`src/rtl/adc_capture_sequencer_if.sv`:
```
// adc_capture_sequencer_if: DMEM second-port write bus between the ADC capture sequencer and soc_ram
// Signals: adc_we_o write enable, adc_addr_o word address, adc_data_o sample data.
// Modports: master drives the bus (sequencer), slave receives it (RAM side).
interface adc_capture_sequencer_if #(parameter int ADDR_W = 13);
  logic              adc_we_o;
  logic [ADDR_W-1:0] adc_addr_o;
  logic [31:0]       adc_data_o;
  modport master (output adc_we_o, adc_addr_o, adc_data_o);
  modport slave  (input  adc_we_o, adc_addr_o, adc_data_o);
endinterface

```
`src/rtl/adc_capture_sequencer.sv`:
```
// adc_capture_sequencer: pre-trigger ring capture of ADC samples into the DMEM ADC write port
// Ports: sys_clk, sys_rst_n (async active-low); adc_sample_in sample bus (ch0 [11:0], ch1 [27:16]);
//   start_i/abort_i/trig_mode_i/trig_ch_i/trig_level_i/ext_trig_i/pre_len_i/total_len_i/decim_i controls;
//   dmem write bus (adc_we_o/adc_addr_o/adc_data_o); busy_o/armed_o/done_o/trig_idx_o status.
module adc_capture_sequencer #(
  parameter int                ADDR_W    = 13,
  parameter logic [ADDR_W-1:0] BASE_ADDR = ADDR_W'('h800),
  parameter int                RING_AW   = 11
) (
  input  logic                   sys_clk,
  input  logic                   sys_rst_n,
  input  logic [31:0]            adc_sample_in,
  input  logic                   start_i,
  input  logic                   abort_i,
  input  logic [1:0]             trig_mode_i,
  input  logic                   trig_ch_i,
  input  logic [11:0]            trig_level_i,
  input  logic                   ext_trig_i,
  input  logic [RING_AW-1:0]     pre_len_i,
  input  logic [RING_AW:0]       total_len_i,
  input  logic [7:0]             decim_i,
  adc_capture_sequencer_if.master dmem,
  output logic                   busy_o,
  output logic                   armed_o,
  output logic                   done_o,
  output logic [RING_AW-1:0]     trig_idx_o
);
  typedef enum logic [2:0] {IDLE, PRE, ARMED, POST, DONE} state_t;
  localparam logic [RING_AW:0] DEPTH = {1'b1, {RING_AW{1'b0}}};
  state_t state, nxt;
  logic start_q, ext_q, pv, pend, ch_r;
  logic start_edge, abort_now, active, strobe, trig_hit, cross_up, cross_dn;
  logic [1:0] mode_r;
  logic [11:0] level_r, p_r, s_ch;
  logic [7:0] decim_r, dcnt;
  logic [RING_AW-1:0] pre_r, pre_c, idx;
  logic [RING_AW:0] tot_r, tot_c, cnt, post_len;
  // Lengths are clamped once at start; pre never exceeds total-1 so at least the trigger sample is post.
  assign tot_c = total_len_i > DEPTH ? DEPTH : total_len_i;
  assign pre_c = {1'b0, pre_len_i} >= tot_c ? RING_AW'(tot_c - 1'b1) : pre_len_i;
  assign post_len = tot_r - {1'b0, pre_r} - 1'b1;
  assign start_edge = start_i & ~start_q;
  assign abort_now = abort_i & (state != IDLE);
  assign active = (state == PRE) | (state == ARMED) | (state == POST);
  assign strobe = active & (dcnt == '0);
  assign s_ch = ch_r ? adc_sample_in[27:16] : adc_sample_in[11:0];
  // p_r holds the previous stored sample; pv stays low until one sample of this capture is stored.
  assign cross_up = pv & (p_r < level_r) & (s_ch >= level_r);
  assign cross_dn = pv & (p_r >= level_r) & (s_ch < level_r);
  assign trig_hit = (state == ARMED) & strobe &
                    (mode_r[1] ? (mode_r[0] ? pend : cross_dn) : (mode_r[0] ? cross_up : 1'b1));
  always_ff @(posedge sys_clk or negedge sys_rst_n)
    if (!sys_rst_n) state <= IDLE;
    else state <= nxt;
  always_comb begin
    nxt = state;
    if (abort_now) nxt = IDLE;
    else
      case (state)
        IDLE, DONE: if (start_edge) nxt = tot_c == '0 ? DONE : pre_c == '0 ? ARMED : PRE;
        PRE:        if (strobe && cnt + 1'b1 == {1'b0, pre_r}) nxt = ARMED;
        ARMED:      if (trig_hit) nxt = post_len == '0 ? DONE : POST;
        POST:       if (strobe && cnt == 1) nxt = DONE;
        default:    nxt = IDLE;
      endcase
  end
  always_comb begin
    busy_o = active;
    armed_o = state == ARMED;
    done_o = state == DONE;
  end
  always_ff @(posedge sys_clk or negedge sys_rst_n)
    if (!sys_rst_n) begin
      start_q <= 1'b0;
      ext_q <= 1'b0;
      pv <= 1'b0;
      pend <= 1'b0;
      ch_r <= 1'b0;
      mode_r <= '0;
      level_r <= '0;
      p_r <= '0;
      decim_r <= '0;
      dcnt <= '0;
      pre_r <= '0;
      tot_r <= '0;
      idx <= '0;
      cnt <= '0;
      trig_idx_o <= '0;
      dmem.adc_we_o <= 1'b0;
      dmem.adc_addr_o <= '0;
      dmem.adc_data_o <= '0;
    end else begin
      start_q <= start_i;
      ext_q <= ext_trig_i;
      dmem.adc_we_o <= strobe & ~abort_now;
      if (abort_now) pend <= 1'b0;
      else if (start_edge && (state == IDLE || state == DONE)) begin
        mode_r <= trig_mode_i;
        ch_r <= trig_ch_i;
        level_r <= trig_level_i;
        decim_r <= decim_i;
        pre_r <= pre_c;
        tot_r <= tot_c;
        idx <= '0;
        dcnt <= '0;
        cnt <= '0;
        pv <= 1'b0;
        pend <= 1'b0;
        trig_idx_o <= '0;
      end else begin
        if (strobe) begin
          dmem.adc_data_o <= adc_sample_in;
          dmem.adc_addr_o <= BASE_ADDR + ADDR_W'(idx);
          idx <= idx + 1'b1;
          dcnt <= decim_r;
          p_r <= s_ch;
          pv <= 1'b1;
        end else if (active) dcnt <= dcnt - 1'b1;
        if (trig_hit) begin
          trig_idx_o <= idx;
          cnt <= post_len;
          pend <= 1'b0;
        end else begin
          if (strobe && state == PRE) cnt <= cnt + 1'b1;
          if (strobe && state == POST) cnt <= cnt - 1'b1;
          if (state == ARMED && ext_trig_i && !ext_q) pend <= 1'b1;
        end
      end
    end
endmodule

```
`src/flat_wrapper.sv`:
```
// flat-port wrapper written by rule: the top's interface ports become plain ports
module adc_capture_sequencer_flat 
#(
  parameter int                ADDR_W    = 13,
  parameter logic [ADDR_W-1:0] BASE_ADDR = ADDR_W'('h800),
  parameter int                RING_AW   = 11
)
  (sys_clk, sys_rst_n, adc_sample_in, start_i, abort_i, trig_mode_i, trig_ch_i, trig_level_i, ext_trig_i, pre_len_i, total_len_i, decim_i, busy_o, armed_o, done_o, trig_idx_o, dmem_adc_we_o, dmem_adc_addr_o, dmem_adc_data_o);
  adc_capture_sequencer_if #(.ADDR_W(ADDR_W)) dmem_i ();
  input  logic sys_clk;
  input  logic sys_rst_n;
  input  logic [31:0] adc_sample_in;
  input  logic start_i;
  input  logic abort_i;
  input  logic [1:0] trig_mode_i;
  input  logic trig_ch_i;
  input  logic [11:0] trig_level_i;
  input  logic ext_trig_i;
  input  logic [RING_AW-1:0] pre_len_i;
  input  logic [RING_AW:0] total_len_i;
  input  logic [7:0] decim_i;
  output logic busy_o;
  output logic armed_o;
  output logic done_o;
  output logic [RING_AW-1:0] trig_idx_o;
  output wire logic [$bits(dmem_i.adc_we_o)-1:0] dmem_adc_we_o;
  output wire logic [$bits(dmem_i.adc_addr_o)-1:0] dmem_adc_addr_o;
  output wire logic [$bits(dmem_i.adc_data_o)-1:0] dmem_adc_data_o;
  assign dmem_adc_we_o = dmem_i.adc_we_o;
  assign dmem_adc_addr_o = dmem_i.adc_addr_o;
  assign dmem_adc_data_o = dmem_i.adc_data_o;
  adc_capture_sequencer #(.ADDR_W(ADDR_W), .BASE_ADDR(BASE_ADDR), .RING_AW(RING_AW)) u_core (.sys_clk(sys_clk), .sys_rst_n(sys_rst_n), .adc_sample_in(adc_sample_in), .start_i(start_i), .abort_i(abort_i), .trig_mode_i(trig_mode_i), .trig_ch_i(trig_ch_i), .trig_level_i(trig_level_i), .ext_trig_i(ext_trig_i), .pre_len_i(pre_len_i), .total_len_i(total_len_i), .decim_i(decim_i), .dmem(dmem_i), .busy_o(busy_o), .armed_o(armed_o), .done_o(done_o), .trig_idx_o(trig_idx_o));
endmodule
```
`config.mk`:
```
export PLATFORM = sky130hd
export DESIGN_NAME = adc_capture_sequencer_flat
export DESIGN_NICKNAME = d
export VERILOG_FILES = /design/src/rtl/adc_capture_sequencer_if.sv /design/src/rtl/adc_capture_sequencer.sv /design/src/flat_wrapper.sv
export SDC_FILE = /design/constraint.sdc
export NUM_CORES = 1
export LEC_CHECK = 0
export CORE_MARGIN = 2
export CORE_UTILIZATION = 59
export CTS_CLUSTER_DIAMETER = 60
export DETAILED_ROUTE_END_ITERATION = 8
export HOLD_SLACK_MARGIN = 0.03
export MAX_ROUTING_LAYER = met4
export PLACE_DENSITY = 0.95
export SLEW_MARGIN = 0
export SYNTH_ARGS = -nofsm -noshare
export SYNTH_HDL_FRONTEND = slang
export SYNTH_SLANG_ARGS = --single-unit
```
`constraint.sdc`:
```
create_clock -name sys_clk -period 7.52 [get_ports sys_clk]
set_input_delay 1.88 -clock sys_clk [delete_from_list [all_inputs] [get_ports sys_clk]]
set_output_delay 1.88 -clock sys_clk [all_outputs]
set_load 0.005 [all_outputs]
```
Word-level counts from Yosys, hierarchy flattened
Cells that the tools add are included.
{ "totals": {"register_bits": 153, "in_bits": 83, "out_inout_bits": 60, "wordCells": 118} }
{ "classes": {"add_sub_neg": 8, "order_cmp": 6, "n_eq_ne": 10, "muxes": 32, "bitwise_logic": 15, "reduce_logical": 28} }
{ "ops": {"columns": ["cell", "count"], "rows": [
  ["$mux W12", 6],
  ["$mux W11", 5],
  ["$ge A12 B12 Y1", 2],
  ["$logic_not A12 Y1", 2],
  ["$lt A12 B12 Y1", 2],
  ["$mux W8", 3],
  ["$sub A12 B1 Y12 const B", 2],
  ["$mux W3", 7],
  ["$add A12 B11 Y13 const A", 1],
  ["$add A12 B1 Y12 const B", 1],
  ["$eq A12 B1 Y1 const B", 1],
  ["$eq A12 B11 Y1", 1],
  ["$ge A11 B12 Y1", 1],
  ["$gt A12 B12 Y1 const B", 1],
  ["$pmux W3 S4", 1],
  ["$sub A12 B11 Y12", 1],
  ["$add A11 B1 Y11 const B", 1],
  ["$logic_not A11 Y1", 1],
  ["$sub A11 B1 Y11 const B", 1],
  ["$and A1 B1 Y1", 10],
  ["$reduce_and A2 Y1", 5],
  ["$mux W1", 9],
  ["$logic_not A8 Y1", 1],
  ["$reduce_bool A4 Y1", 2],
  ["18 further kinds", 32]
]} }

Depth between registers and ports, before layout
{ "depth": {"word_depth": 10, "mapped_depth": 14, "ltp_nobuf": 12} }

Least setup slack after synthesis
No wires, ideal clock.
{ "synth_path": {"path_kind": "input -> register", "startpoint": "input port total_len_i[11]", "endpoint": "register u_core.pre_r[10]", "setup_ps": 121, "arrival_time_ps": 4314, "setup_slack_ps": 3085, "path_stages": 13, "cell_sequence": "clkbuf_1 > nor2b_1 > inv_1 > ha_1 > and3_1 > a221o_1 > a31oi_1 > o211a_1 > or2_2 > clkbuf_1 > clkbuf_1 > mux2i_1 > o21ai_1"} }
{ "synth_between": {"elab_chain_cells": 4} }
{ "synth_lines": {"columns": ["item", "line_no", "text"], "rows": [
  ["from (decl)", "flat_wrapper.sv:20", "input logic [RING_AW:0] total_len_i;"],
  ["$gt A12 B12 Y1", "adc_capture_sequencer.sv:39", "assign tot_c = total_len_i > DEPTH ? DEPTH : total_len_i;"],
  ["$mux W12 (*)", "adc_capture_sequencer.sv:39", null],
  ["$sub A11 B1 Y11 / $ge A11 B12 Y1 (equally long branches)", "adc_capture_sequencer.sv:40", "assign pre_c = {1'b0, pre_len_i} >= tot_c ? RING_AW'(tot_c - 1'b1) : pre_len_i;"],
  ["$mux W11 (*)", "adc_capture_sequencer.sv:40", null],
  ["to (signal assigned)", "adc_capture_sequencer.sv:102", "pre_r <= pre_c;"],
  ["to (decl)", "adc_capture_sequencer.sv:36", "logic [RING_AW-1:0] pre_r, pre_c, idx;"]
]} }
Every way passes the cells marked *; elsewhere a longest branch is shown, timed or not.
A chain may end at the register's enable or synchronous reset.

Worst setup path in the final report
{ "layout_path": {"startpoint": "input port adc_sample_in[10]", "endpoint": "register u_core.cnt[1]"} }
{ "layout_between": {"elab_chain_cells": 8} }
{ "layout_lines": {"columns": ["item", "line_no", "text"], "rows": [
  ["from (decl)", "flat_wrapper.sv:12", "input logic [31:0] adc_sample_in;"],
  ["$mux W12 (*)", "adc_capture_sequencer.sv:46", "assign s_ch = ch_r ? adc_sample_in[27:16] : adc_sample_in[11:0];"],
  ["net u_core.s_ch[10]", "adc_capture_sequencer.sv:34", "logic [11:0] level_r, p_r, s_ch;"],
  ["$ge A12 B12 Y1 / $lt A12 B12 Y1 (equally long branches)", "adc_capture_sequencer.sv:48, adc_capture_sequencer.sv:49", null],
  ["$and A1 B1 Y1 (on tied branches)", "adc_capture_sequencer.sv:48, adc_capture_sequencer.sv:49", null],
  ["$mux W1", "adc_capture_sequencer.sv:51", "(mode_r[1] ? (mode_r[0] ? pend : cross_dn) : (mode_r[0] ? cross_up : 1'b1));"],
  ["$mux W1 (*)", "adc_capture_sequencer.sv:51", null],
  ["$and A1 B1 Y1 (*)", "adc_capture_sequencer.sv:50", "assign trig_hit = (state == ARMED) & strobe &"],
  ["$reduce_bool A4 Y1 (no source line) / $mux W12 (equally long branches)", null, null],
  ["$reduce_and A2 Y1 (no source line) / $mux W12 (equally long branches)", null, null],
  ["to (signal assigned)", "adc_capture_sequencer.sv:121", "cnt <= post_len;"],
  ["to (signal assigned)", "adc_capture_sequencer.sv:124", "if (strobe && state == PRE) cnt <= cnt + 1'b1;"],
  ["to (signal assigned)", "adc_capture_sequencer.sv:125", "if (strobe && state == POST) cnt <= cnt - 1'b1;"],
  ["to (decl)", "adc_capture_sequencer.sv:37", "logic [RING_AW:0] tot_r, tot_c, cnt, post_len;"]
]} }
The timed path passes the listed nets; every way through them passes the cells marked *.

==> reports/metrics.cfg <==
[setup_path]
cp_max_fo = 17
critPathKind = input port to flop
startpoint_type = input port
cp_slowest_cell = nor2_1
cp.required_ps = 7870
crit_cells = 10
worstSetupEndpointType = flop
crit_family = simple AND/OR/NAND/NOR gates
cp_num_buf_inv = 1
reg2reg_to = u_core.cnt[1]$_DFFE_PN0P_
crit_chain = clkdlybuf4s50_1, mux2_2, ha_1, o21ai_0, o21bai_1, nor3_1, a31oi_1, nor2_1, mux2_2, a21oi_1
slowest_delay_ps = 980
r2r-start = u_core.ch_r$_DFFE_PN0P_
crit_end = u_core.cnt[1]$_DFFE_PN0P_
critPathMostFrequentCell = mux2_2
crit_arrival_ps = 5430
rr_worst_depth = 9
reg2reg_setup_slack_ps = 3490
crit_start = adc_sample_in[10]

[floorplanning]
fp.dieH_um = 129
coreArea_um2 = 15300
start_util_pct = 60.5
ios = 143
die-area_um2 = 16700
die_w_um = 129
row_count = 45

[timing]
slew_headroom_pct = 21.3
setup_viol = 0
finalCriticalPeriod_ps = 5080
rsz0062_at_grt = false
max_slew.worst_pin.slew_ps = 1180
final_max_slew_viol_count = 0
hold_violations = 0
tns_ps = 0
skew_ps = 9.64
clock.fmax_ghz = 0.197
period_share_pct = 67.5

[cts]
post_cts_buffers = 0
clk_pin_slew_ps = 60
clockRootBuffer = clkbuf_16
post_cts_resized = 0
numCtsBuffers = 17
cts.path.max_buffers = 2
clk_latency_ps = 430
hold_buffers = 0
cts_tree = built
cts_htree_levels = 4
clock_sinks = 152

[synth]
yosysWarnings = 0
ys_seq_area_share_pct = 41.2
ys_async_sr_fraction_pct = 100
synth_ff_type = dfrtp_1
ys_ff_latch = 152
avgSynthCellArea_um2 = 9.20
synth-edff-count = 0
ys_types = 77
syn_inst = 1004
synth_area_um2 = 9240
syn-num-nets = 1141

[grt]
grt_pass1_wl_mm = 41.0
grtUsageTotal_pct = 32.1
first_global_vias = 8166
antenna_found_initial = 0
grt-ovfl-total = 0
grt_max_degree = 92

[detailed_routing]
viasPerCell = 6.13
drt_pass1_iterations = 7
drt-total-wl_mm = 25.0
wl_per_cell_um = 18.5
drt_iter0_drc = 885
vias = 8260
ant_nets = 0
drc = 0

[finish]
drive_gt1_share_pct = 9.59
stdcell_area_um2 = 11300
syn2layout_area_growth_pct = 22.6
n_antenna_cell = 0
fillCellCount = 1019
final_nets = 1261

[power_and_ir_drop]
p_leak_nw = 5.24
power.density_nw_per_um2 = 362
peakVddDrop_mv = 0.250

[placed_design]
port_buffers = 141
dp_hpwl_mm = 17.8
dpl_cell_area_um2 = 10700
globalplace.congestion = 0.982

[hold_path]
hold_class = flop to flop

[run]
drv_cap = 0

[status]
outcome = finished, final reports clean

## power breakdown
group / leakage, nW / internal, W / total (W) / switching [W]
combinational: 2.99 / 0.000883 / 0.00193 / 0.00104
clock: 0.286 / 0.000501 / 0.000855 / 0.000355
sequential: 1.96 / 0.00108 / 0.00132 / 0.000234
total: 5.24 / 0.00247 / 0.00410 / 0.00163
## logic make-up (layout without fill, tap and decap cells)
family,Yosys count,in the layout,synth area share [%]
AO/OA/AOI/OAI,184,184,13.6
XOR/XNOR,32,32,3.03
adder cells (fa/ha/maj),54,54,7.40
buffers and inverters,98,231,4.69
flip-flops,152,152,41.2
multiplexers,61,61,8.30
other,1,1,0.0406
AND/OR/NAND/NOR,422,422,21.8
## worst reg2reg max path: cells and delay by family, from the launching register on
family | cells | cell delay (ps)
AO/OA/AOI/OAI | 4 | 860
flip-flops | 1 | 740
AND/OR/NAND/NOR | 2 | 1160
adder cells (fa/ha/maj) | 1 | 310
multiplexers | 2 | 880
## flip-flops by register name (all words and copies together), names as in the netlist, 2 cells and up
register,flops
u_core.dcnt,8
u_core.pre_r,11
u_core.idx,11
u_core.decim_r,8
u_core.state,3
u_core.trig_idx_o,11
u_core.p_r,12
u_core.cnt,12
u_core.level_r,12
u_core.tot_r,12
u_core.mode_r,2
u_core.dmem.adc_data_o,32
u_core.dmem.adc_addr_o,12
## routing by layer
metal  GRT usage (%)  vias up  share of wire [%]
met5               -        -                  0
met4            11.6        0                3.1
met3            6.94       80                7.3
met2            53.3      408                 49
met1            38.7     3967                 40
li1                -     3805                  -
## through the flow
| stage | setup slack (ps) | total power (W) | utilization (%) | hold WS (ps) | std cells |
|---|---|---|---|---|---|
| after global routing | 2340 | 0.00436 | 74.2 | 489 | 1348 |
| after CTS | 2600 | 0.00407 | 74.2 | 477 | 1348 |
| after floorplan | 3090 | 0.00255 | - | 450 | 1004 |
| after detailed placement | 2180 | 0.00318 | 70.3 | 462 | 1316 |
| final | 2440 | 0.00410 | 74.2 | 475 | 1348 |
| after global placement | 2270 | 0.00308 | 70.3 | 448 | 1316 |
## synth_stat cells, types with 13 or more instances
library cell,number,area share (%)
clkbuf_1,29,1.2
nor2b_1,18,1.2
nor3_1,13,0.70
ha_1,53,7.2
o21ai_0,23,1.2
inv_1,51,2.1
xnor2_1,19,1.8
dfrtp_1,152,41
nor2_1,49,2.0
nor4_1,17,1.2
mux2_2,25,3.0
mux2_4,25,4.1
xor2_1,13,1.2
nand2_1,198,8.0
nand3_1,50,2.7
a21oi_1,38,2.1
o21ai_1,20,1.1
## cell type report
type	instances	area (um2)	share of cell area [%]
Inverter	52	195	1.72
Timing Repair Buffer	147	1460	12.9
Multi-Input combinational cell	754	5010	44.3
Sequential cell	152	3800	33.6
Clock buffer	19	443	3.91
Tap cell	211	264	2.33
Clock inverter	13	145	1.28
## worst min path at each step
stage	start	to	depth (start not counted)
finish	u_core.dmem.adc_data_o[30]$_DFFE_PN0P_	u_core.dmem.adc_data_o[30]$_DFFE_PN0P_	2
global route	u_core.dmem.adc_data_o[30]$_DFFE_PN0P_	u_core.dmem.adc_data_o[30]$_DFFE_PN0P_	2
CTS	u_core.dmem.adc_data_o[12]$_DFFE_PN0P_	u_core.dmem.adc_data_o[12]$_DFFE_PN0P_	2
detailed placement	u_core.dmem.adc_data_o[12]$_DFFE_PN0P_	u_core.dmem.adc_data_o[12]$_DFFE_PN0P_	2
global placement	u_core.dmem.adc_addr_o[11]$_DFFE_PN0P_	u_core.dmem.adc_addr_o[11]$_DFFE_PN0P_	1
floorplan	u_core.p_r[0]$_DFFE_PN0P_	u_core.p_r[0]$_DFFE_PN0P_	2
## layout by cell type, fill, tap and decap left out, drive strengths merged, types with 38 or more instances in the layout
cell and n:
a21oi 38, clkdlybuf4s50 140, dfrtp 152, ha 53, inv 55, mux2 50, nand2 198, nand3 50
nor2 49, o21ai 43
Note: power is estimated with default switching activity, not from simulation.
